===== src/rtl/vote_session_ctrl.sv =====
// Four-member voting session controller: opens on start, collects one vote per member, classifies yes-count.
// Latency: closing vote at edge K -> DECIDE after K -> result/result_valid/done valid after edge K+1.
// No backpressure: votes are strobes accepted whenever COLLECT is active; done is a single-cycle pulse.
module vote_session_ctrl #(
  parameter int TIMEOUT = 16
) (
  input  logic       clk,
  input  logic       rst,
  input  logic       start,
  input  logic [3:0] vote_valid,
  input  logic [3:0] vote_yes,
  output logic       busy,
  output logic [3:0] voted,
  output logic [2:0] tally,
  output logic [3:1] result,
  output logic       result_valid,
  output logic       done
);

  // Timer only needs to reach TIMEOUT-1; the session closes on that value.
  localparam int TW = (TIMEOUT > 2) ? $clog2(TIMEOUT) : 1;
  localparam logic [TW-1:0] TIMER_LAST = TW'(TIMEOUT - 1);

  typedef enum logic [1:0] {
    IDLE    = 2'd0,
    COLLECT = 2'd1,
    DECIDE  = 2'd2
  } state_t;

  state_t        state, state_nxt;
  logic [TW-1:0] timer, timer_nxt;
  logic [3:0]    voted_nxt;
  logic [2:0]    tally_nxt;
  logic [3:1]    result_nxt;
  logic          result_valid_nxt;
  logic          done_nxt;

  // Votes from members who have not yet voted this session; repeats are masked off.
  logic [3:0]    accept;
  logic [2:0]    yes_cnt;

  // Map the final yes-count onto the one-hot majority code.
  function automatic logic [3:1] classify(input logic [2:0] cnt);
    case (cnt)
      3'd0, 3'd1: classify = 3'b001;
      3'd2:       classify = 3'b010;
      default:    classify = 3'b100;
    endcase
  endfunction

  assign busy   = (state != IDLE);
  assign accept = vote_valid & ~voted;

  // Count the yes votes among this cycle's newly accepted members.
  always_comb begin
    yes_cnt = 3'd0;
    for (int i = 0; i < 4; i++) begin
      yes_cnt = yes_cnt + {2'b00, accept[i] & vote_yes[i]};
    end
  end

  // Next-state and datapath updates; everything holds unless the state says otherwise.
  always_comb begin
    state_nxt        = state;
    timer_nxt        = timer;
    voted_nxt        = voted;
    tally_nxt        = tally;
    result_nxt       = result;
    result_valid_nxt = result_valid;
    done_nxt         = 1'b0;
    case (state)
      IDLE: begin
        // Vote strobes are ignored here; only start matters.
        if (start) begin
          state_nxt        = COLLECT;
          timer_nxt        = '0;
          voted_nxt        = 4'b0000;
          tally_nxt        = 3'd0;
          result_nxt       = 3'b000;
          result_valid_nxt = 1'b0;
        end
      end
      COLLECT: begin
        voted_nxt = voted | accept;
        tally_nxt = tally + yes_cnt;
        // Exit uses the post-update voted set so the closing vote counts;
        // votes landing on the timeout edge are also counted above.
        if (voted_nxt == 4'b1111 || timer == TIMER_LAST) begin
          state_nxt = DECIDE;
        end else begin
          timer_nxt = timer + 1'b1;
        end
      end
      DECIDE: begin
        result_nxt       = classify(tally);
        result_valid_nxt = 1'b1;
        done_nxt         = 1'b1;
        state_nxt        = IDLE;
      end
      default: begin
        state_nxt = IDLE;
      end
    endcase
  end

  // State and datapath registers; reset discards any partial session.
  always_ff @(posedge clk or posedge rst) begin
    if (rst) begin
      state        <= IDLE;
      timer        <= '0;
      voted        <= 4'b0000;
      tally        <= 3'd0;
      result       <= 3'b000;
      result_valid <= 1'b0;
      done         <= 1'b0;
    end else begin
      state        <= state_nxt;
      timer        <= timer_nxt;
      voted        <= voted_nxt;
      tally        <= tally_nxt;
      result       <= result_nxt;
      result_valid <= result_valid_nxt;
      done         <= done_nxt;
    end
  end

  // Structural invariants of the controller.
  a_done_single : assert property (@(posedge clk) disable iff (rst) done |=> !done);
  a_tally_range : assert property (@(posedge clk) disable iff (rst) tally <= 3'd4);
  a_result_code : assert property (@(posedge clk) disable iff (rst)
                                   (result == 3'b000) || $onehot(result));

endmodule


===== config.mk =====
export PLATFORM = sky130hd
export DESIGN_NAME = vote_session_ctrl
export DESIGN_NICKNAME = d
export VERILOG_FILES = /design/src/rtl/vote_session_ctrl.sv
export SDC_FILE = /design/constraint.sdc
export NUM_CORES = 1
export LEC_CHECK = 0
export BUFFER_PORTS_ARGS = -buffer_cell sky130_fd_sc_hd__buf_4
export CORE_UTILIZATION = 50
export DETAILED_ROUTE_END_ITERATION = 16
export PLACE_DENSITY_LB_ADDON = 0.08
export SYNTH_ARGS = -nofsm -noshare
export SYNTH_HDL_FRONTEND = slang
export SYNTH_SLANG_ARGS = --single-unit
export TNS_END_PERCENT = 100

===== constraint.sdc =====
create_clock -name clk -period 5.35 [get_ports clk]
set_clock_uncertainty 0.05 [all_clocks]
set_input_delay 0.8025 -clock clk [delete_from_list [all_inputs] [get_ports clk]]
set_output_delay 0.8025 -clock clk [all_outputs]
set_load 0.02 [all_outputs]

# Word-level counts from Yosys, hierarchy flattened
# Index checks and enable logic that the tools add are counted.
dict set report word_totals {
  regBits 18
  inputBits 11
  out_inout_bits 13
  elab_cells 53
}
dict set report op_classes {
  n_addsub 5
  eq_ne 9
  mux 14
  n_bitwise 7
  n_reduce_logical 11
}
# op n
set ops {}
lappend ops {{$pmux 3 s2} 3}
lappend ops {{$pmux 4 s2} 2}
lappend ops {{$eq 4x4->1 const B} 2}
lappend ops {{$mux 4} 2}
lappend ops {{$ne 2x2->1 const B} 3}
lappend ops {{$reduce_and 2->1} 3}
lappend ops {{$reduce_bool 2->1} 3}
lappend ops {{$add 4x1->4 const B} 1}
lappend ops {{$and 1x1->1} 4}
lappend ops {{$and 4x4->4} 1}
lappend ops {{$mux 2} 2}
lappend ops {{$not 4->4} 1}
lappend ops {{$or 4x4->4} 1}
lappend ops {{$pmux 2 s2} 1}
lappend ops {{$add 2x1->3} 1}
lappend ops {{$add 3x1->3} 1}
lappend ops {{$add 3x3->3} 1}
lappend ops {{$eq 3x1->1 const B} 1}
lappend ops {{$eq 3x2->1 const B} 1}
lappend ops {{$logic_not 3->1} 1}
lappend ops {{$mux 3} 1}
lappend ops {{$reduce_and 3->1} 1}
lappend ops {{$add 1x1->2} 1}
lappend ops {{$eq 2x1->1 const B} 1}
lappend ops {{other kinds (6)} 7}

# Depth between registers and ports, before layout
# Gate-level depths: netlist (run 1).
dict set report logic_depth {
  word_depth 8
  ltp_mapped 7
}

# Worst setup path after synthesis (run 1)
# No wires, ideal clock.
dict set report synth_path {
  path_kind {input to register}
  from {input port vote_yes[0]}
  to {register tally[2]}
  arrival_time_ps 2499
  slack_ps 2680
  stages 7
  n_path_buf 0
  cell_sequence {nand3b_1 > fa_1 > fa_1 > inv_1 > fa_1 > mux2_2 > a22o_1}
}
dict set report synth_between {
  elab_chain_cells 6
}
# element line_no
set synth_rtl {}
lappend synth_rtl {{from (decl)} 11} ;# input logic [3:0] vote_yes,
lappend synth_rtl {{$and 1x1->1} 58} ;# yes_cnt = yes_cnt + {2'b00, accept[i] & vote_yes[i]};
lappend synth_rtl {{$add 1x1->2} 58}
lappend synth_rtl {{$add 2x1->3} 58}
lappend synth_rtl {{$add 3x1->3} 58}
lappend synth_rtl {{$add 3x3->3} 85} ;# tally_nxt = tally + yes_cnt;
lappend synth_rtl {{$pmux 3 s2} 71} ;# case (state)
lappend synth_rtl {{to (signal assigned)} 120} ;# tally <= tally_nxt;
lappend synth_rtl {{to (decl)} 14} ;# output logic [2:0] tally,
# Every way passes these cells.
# A chain may end at the register's enable or synchronous reset.

# Worst setup path after layout (run 1)
dict set report layout_path {
  from {input port vote_valid[0]}
  to {register tally[2]}
}
dict set report layout_between {
  elab_chain_cells 7
}
# element line_no
set layout_rtl {}
lappend layout_rtl {{from (decl)} 10} ;# input logic [3:0] vote_valid,
lappend layout_rtl {{$and 4x4->4} 52} ;# assign accept = vote_valid & ~voted;
lappend layout_rtl {{$and 1x1->1} 58}
lappend layout_rtl {{$add 1x1->2} 58}
lappend layout_rtl {{$add 2x1->3} 58}
lappend layout_rtl {{$add 3x1->3} 58}
lappend layout_rtl {{$add 3x3->3} 85}
lappend layout_rtl {{$pmux 3 s2} 71}
# Every way passes these cells.

==> impl_metrics.env, run 1 <==
export IMPL_status="completed"
export IMPL_route_vias_total=806
export IMPL_die_w_um=44.9
export IMPL_hold_viol=0
export IMPL_ant_nets=0
export IMPL_synth_common_cells="dfrtp_1, a21oi_1, nand2_1"
export IMPL_yosysTopAreaCell="dfrtp_1"
export IMPL_synth_top_area_frac=0.488
export IMPL_wl_per_cell_um=13.2
export IMPL_cts_repair_resized=0
export IMPL_fin_crit_sh=0.470
export IMPL_gp_congestion=0.777
export IMPL_start_util=0.534
export IMPL_cts_root_buf="clkbuf_4"
export IMPL_cts_path_max_buffers=2
export IMPL_grt_pass1_wl_um=3110
export IMPL_cts_htree_levels=1
export IMPL_yosysWarnings=0
export IMPL_die_area_um2=2020
export IMPL_avgSynthCellArea_um2=10.0
export IMPL_syn2layout_area_growth_pct=25.6
export IMPL_synth_cells=92
export IMPL_grt_ovfl_total=0
export IMPL_crit_required_ns=5.49
export IMPL_critPathLaunchType="input port"
export IMPL_vdd_drop_max_mv=0.263
export IMPL_fin_nets=134
export IMPL_layout_drive_gt1_share=0.280
export IMPL_fillers=163
export IMPL_grtUsageTotal=0.216
export IMPL_holdBufCountCts=0
export IMPL_synthFlopType="dfrtp_1"
export IMPL_ys_seq_area_frac=0.488
export IMPL_yosys_top_cells_area="dfrtp_1, a21oi_1, fa_1"
export IMPL_async_flop_share=1.00
export IMPL_routed_wl_um=1890
export IMPL_ys_ff_latch=18
export IMPL_dpl_cell_area_um2=1120
export IMPL_cp_arrival_ns=2.66
export IMPL_power_density_nw_per_um2=548
export IMPL_netlist_area_um2=922
export IMPL_cts_buffers=3
export IMPL_finalSetupTns_ns=0
export IMPL_drv_slew=0
export IMPL_grt_max_degree=19
export IMPL_synth_edff_count=0
export IMPL_hold_ws_ns=0.440
export IMPL_clk_latency_ns=0.30
export IMPL_cts_num_sinks=18
export IMPL_core_area_um2=1730
export IMPL_min_delay_path_class="reg2reg"
export IMPL_hpwl_um=1390
export IMPL_final_cell_area_um2=1160
export IMPL_io_pins=24
export IMPL_ys_types=28
export IMPL_first_global_vias=727
export IMPL_setup_viol=0
export IMPL_drc=0
export IMPL_antenna_found_initial=0
export IMPL_diodes=0
export IMPL_maxCapViolations=0
export IMPL_via_per_inst=5.64
export IMPL_dieHeight_um=44.9
export IMPL_period_minus_slack_ns=2.51
export IMPL_rsz0062_at_grt="no"
export IMPL_crit_path_max_fanout=3
export IMPL_cts_clk_slew_worst_paths_ns=0.11
export IMPL_yosysMostFrequentCell="dfrtp_1"
export IMPL_post_cts_buffers=0
export IMPL_slew_headroom=0.529
export IMPL_num_rows=15
export IMPL_portBuffers=23
export IMPL_p_leak_nw=0.570
export IMPL_drt_iter0_drc=15
export IMPL_drt_first_pass_iters=4
export IMPL_synth_nets=107
export IMPL_cts_tree="done"
export IMPL_worstSetupPathType="in2reg"
export IMPL_fmax_ghz=0.398
export IMPL_worst_pin_slew_ns=0.700
export IMPL_end_kind="flip-flop"
==> final cells by class <==
type | count | area, um2 | share of cell area
Sequential cell | 18 | 450 | 0.389
Multi-Input combinational cell | 67 | 445 | 0.384
Timing Repair Buffer | 23 | 173 | 0.149
Clock buffer | 4 | 36.3 | 0.0313
Tap cell | 25 | 31.3 | 0.0270
Inverter | 6 | 22.5 | 0.0194
==> through the flow <==
| step | total power [mW] | setup WS, ns | utilization | std cells |
|---|---|---|---|---|
| final | 0.635 | 2.84 | 0.671 | 143 |
| after CTS | 0.638 | 2.84 | 0.671 | 143 |
| after detailed placement | 0.553 | 2.52 | 0.650 | 139 |
| after floorplan | 0.443 | 2.68 | - | 92 |
| after global placement | 0.545 | 2.56 | 0.650 | 139 |
| after global routing | 0.688 | 2.76 | 0.671 | 143 |
==> cells in the final DEF, fill, tap and decap left out <==
cell type / n
ha_1: 1
a22o_1: 2
o211ai_1: 1
inv_1: 6
nand4b_1: 1
clkbuf_4: 3
nor2_2: 1
buf_4: 23
o21ai_0: 5
mux2_2: 1
nand3_1: 5
a32o_1: 1
nor2b_1: 1
o21bai_1: 1
nand3b_1: 4
o31ai_1: 1
o22ai_2: 2
a31oi_1: 1
fa_1: 3
clkbuf_8: 1
o311ai_0: 1
nor4_1: 1
o311a_1: 1
or2_2: 2
a211o_1: 1
nand2b_1: 2
a21oi_1: 12
dfrtp_1: 18
nor2_1: 6
nand2_1: 10
==> routing by layer <==
metal | vias up | track usage | routed length (um)
met1 | 384 | 0.274 | 863
met3 | 4 | 0.0480 | 110
met5 | - | 0 | 0
met4 | 0 | 0.0909 | 29
li1 | 385 | - | -
met2 | 33 | 0.357 | 891
==> flip-flops by register name, summed over array words and instances, names as in the netlist <==
name / count
done: 1
voted: 4
tally: 3
result: 3
result_valid: 1
state: 2
timer: 4
==> logic make-up after synthesis <==
kind of cell               share of synthesized area
AOI/OAI and AO/OA                              0.210
buffers and inverters                         0.0285
muxes                                         0.0122
DFF                                            0.488
and+or+nand+nor                                0.182
adders and majority gates                     0.0787
==> path summary, 6_finish.rpt <==
| check | from | to | slack (ns) | cells after the start |
|---|---|---|---|---|
| worst max-delay path | vote_valid[0] | tally[2] | 2.84 | 8 |
| worst min-delay path | result[1] | result[1] | 0.44 | 2 |
| worst max register to register | voted[0] | tally[2] | 2.90 | 7 |
| worst min register to register | result[1] | result[1] | 0.44 | 2 |
| max in group asynchronous | rst | voted[0] | 4.24 | 2 |
| min in group asynchronous | rst | done | 0.56 | 2 |
==> critical path, cell delays in order <==
cell and delay, ns:
buf_4 0.10, nand3b_1 0.09, fa_1 0.49, fa_1 0.43, inv_1 0.07, fa_1 0.16
mux2_2 0.33, a22o_1 0.18
==> where the power goes <==
part           switching [mW]  internal (mW)
sequential             0.0713          0.187
clock                  0.0435         0.0415
combinational           0.159          0.133
No activity file was read; power rests on OpenSTA's default activity.
==> inputs of run 2 (changes only) <==
==> constraint.sdc (replaced) <==
create_clock -name clk -period 2.41 [get_ports clk]
set_clock_uncertainty 0.05 [all_clocks]
set_input_delay 0.3615 -clock clk [delete_from_list [all_inputs] [get_ports clk]]
set_output_delay 0.3615 -clock clk [all_outputs]
set_load 0.02 [all_outputs]
==> impl_metrics.env, run 2 (same netlist as run 1, synthesis figures left out) <==
export IMPL_critPathLaunchType="flip-flop"
export IMPL_first_global_vias=702
export IMPL_min_delay_path_class="in2async"
export IMPL_slew_headroom=0.516
export IMPL_seqPwrFrac=0.388
export IMPL_wl_per_cell_um=12.5
export IMPL_finalSetupTns_ns=0
export IMPL_core_area_um2=1730
export IMPL_die_w_um=44.9
export IMPL_crit_family="adder cells"
export IMPL_setup_viol=0
export IMPL_drt_iter0_drc=12
export IMPL_mostFrequentLayoutCells="buf_4, dfrtp_1, a21oi_1"
export IMPL_diodes=0
export IMPL_io_pins=24
export IMPL_layout_cells_non_filler=145
export IMPL_holdBufCountCts=0
export IMPL_reg_top3="timer (4), voted (4)"
export IMPL_end_kind="flip-flop"
export IMPL_rrSetupSlack_ns=0.1
export IMPL_cts_num_sinks=18
export IMPL_cts_root_buf="clkbuf_4"
export IMPL_route_vias_total=777
export IMPL_status="completed"
export IMPL_antenna_found_initial=0
export IMPL_grt_ovfl_total=0
export IMPL_drt_first_pass_iters=4
export IMPL_swShare=0.423
export IMPL_slowest_stage="fa_1"
export IMPL_cts_repair_resized=0
export IMPL_crit_required_ns=2.54
export IMPL_hpwl_um=1450
export IMPL_rsz0062_at_grt="no"
export IMPL_worstSetupPathType="reg2reg"
export IMPL_cts_buffers=3
export IMPL_timing_rr_end="tally[2]"
export IMPL_p_leak_nw=0.574
export IMPL_cts_clk_slew_worst_paths_ns=0.10
export IMPL_layout_drive_gt1_share=0.333
export IMPL_fmax_ghz=0.432
export IMPL_placedCellCount=141
export IMPL_power_density_nw_per_um2=1210
export IMPL_cp_num_buf_inv=1
export IMPL_grtUsageTotal=0.208
export IMPL_grt_max_degree=19
export IMPL_path_cells="nand3b_1, fa_1, fa_2, inv_2, fa_2, mux2_2, a22o_1"
export IMPL_cts_htree_levels=1
export IMPL_syn2layout_area_growth_pct=28.1
export IMPL_post_cts_buffers=0
export IMPL_switchingPower_mw=0.606
export IMPL_via_per_inst=5.36
export IMPL_reg2reg_depth=7
export IMPL_die_area_um2=2020
export IMPL_p_int_mw=0.825
export IMPL_routed_wl_um=1820
export IMPL_p_comb_frac=0.485
export IMPL_clk_latency_ns=0.28
export IMPL_crit_top_cell="fa_2"
export IMPL_power_frac_clock=0.127
export IMPL_start_util=0.534
export IMPL_critical_path_max_stage_delay_ns=0.49
export IMPL_cts_tree="done"
export IMPL_crit_path_max_fanout=2
export IMPL_hold_ws_ns=0.123
export IMPL_dieHeight_um=44.9
export IMPL_drv_slew=0
export IMPL_ant_nets=0
export IMPL_gp_congestion=0.774
export IMPL_fin_crit_sh=0.959
export IMPL_drc=0
export IMPL_num_rows=15
export IMPL_period_minus_slack_ns=2.31
export IMPL_maxCapViolations=0
export IMPL_cts_path_max_buffers=2
export IMPL_r2r_start="voted[0]"
export IMPL_worst_pin_slew_ns=0.718
export IMPL_portBuffers=23
export IMPL_hold_viol=0
export IMPL_mostFrequentLayoutCell="buf_4"
export IMPL_grt_pass1_wl_um=3020
export IMPL_power_total_mw=1.43
export IMPL_fin_nets=136
export IMPL_vdd_drop_max_mv=0.629
export IMPL_cp_arrival_ns=2.44
export IMPL_fillers=138
## run 2: how the worst max path moves through the flow
stage                  startpoint  endpoint  slack (ns)  cells past startpoint
global placement         voted[2]  tally[2]        0.08                      7
CTS                      voted[2]  tally[2]        0.04                      7
floorplan                voted[2]  tally[2]        0.02                      7
detailed placement  vote_valid[2]  tally[2]        0.06                      8
global route             voted[0]  tally[2]        0.03                      7
finish                   voted[0]  tally[2]         0.1                      7
## run 2: final cells by class
cell class                      instances  area (um2)  share of cell area
Tap cell                               25        31.3              0.0265
Multi-Input combinational cell         67         450               0.381
Clock buffer                            4        36.3              0.0307
Timing Repair Buffer                   25         188               0.159
Inverter                                6        22.5              0.0191
Sequential cell                        18         453               0.383
## run 2: worst reg2reg max path, delay by kind of cell, from the launching register on
| family | cells | cell delay, ns |
|---|---|---|
| AND/OR/NAND/NOR | 1 | 0.19 |
| adder cells (fa/ha/maj) | 3 | 1.01 |
| AO/OA/AOI/OAI | 1 | 0.17 |
| multiplexers | 1 | 0.32 |
| flip-flops | 1 | 0.41 |
| buffers and inverters | 1 | 0.06 |
## run 2: power groups by stage
stage	Sequential (mW)	Combinational (mW)	Clock [mW]
finish	0.555	0.694	0.182
CTS	0.555	0.701	0.186
global route	0.575	0.779	0.195
detailed placement	0.562	0.699	0
global placement	0.557	0.690	0
floorplan	0.625	0.366	0
## run 2: metal layers
layer | routed length [um] | GRT usage | up-vias
met5 | 0 | 0 | -
met4 | 14 | 0.0545 | 0
met3 | 75 | 0.0360 | 2
met2 | 855 | 0.313 | 17
met1 | 872 | 0.312 | 372
li1 | - | - | 386
## run 2: metrics by stage
stage,setup WS (ns),util,instance area [um2]
2_1_floorplan,0.0163,-,927
3_3_place_gp,0.0813,0.662,1140
3_5_place_dp,0.0584,0.662,1140
4_1_cts,0.0411,0.683,1180
5_1_grt,0.0253,0.684,1180
6_report,0.0978,0.684,1180
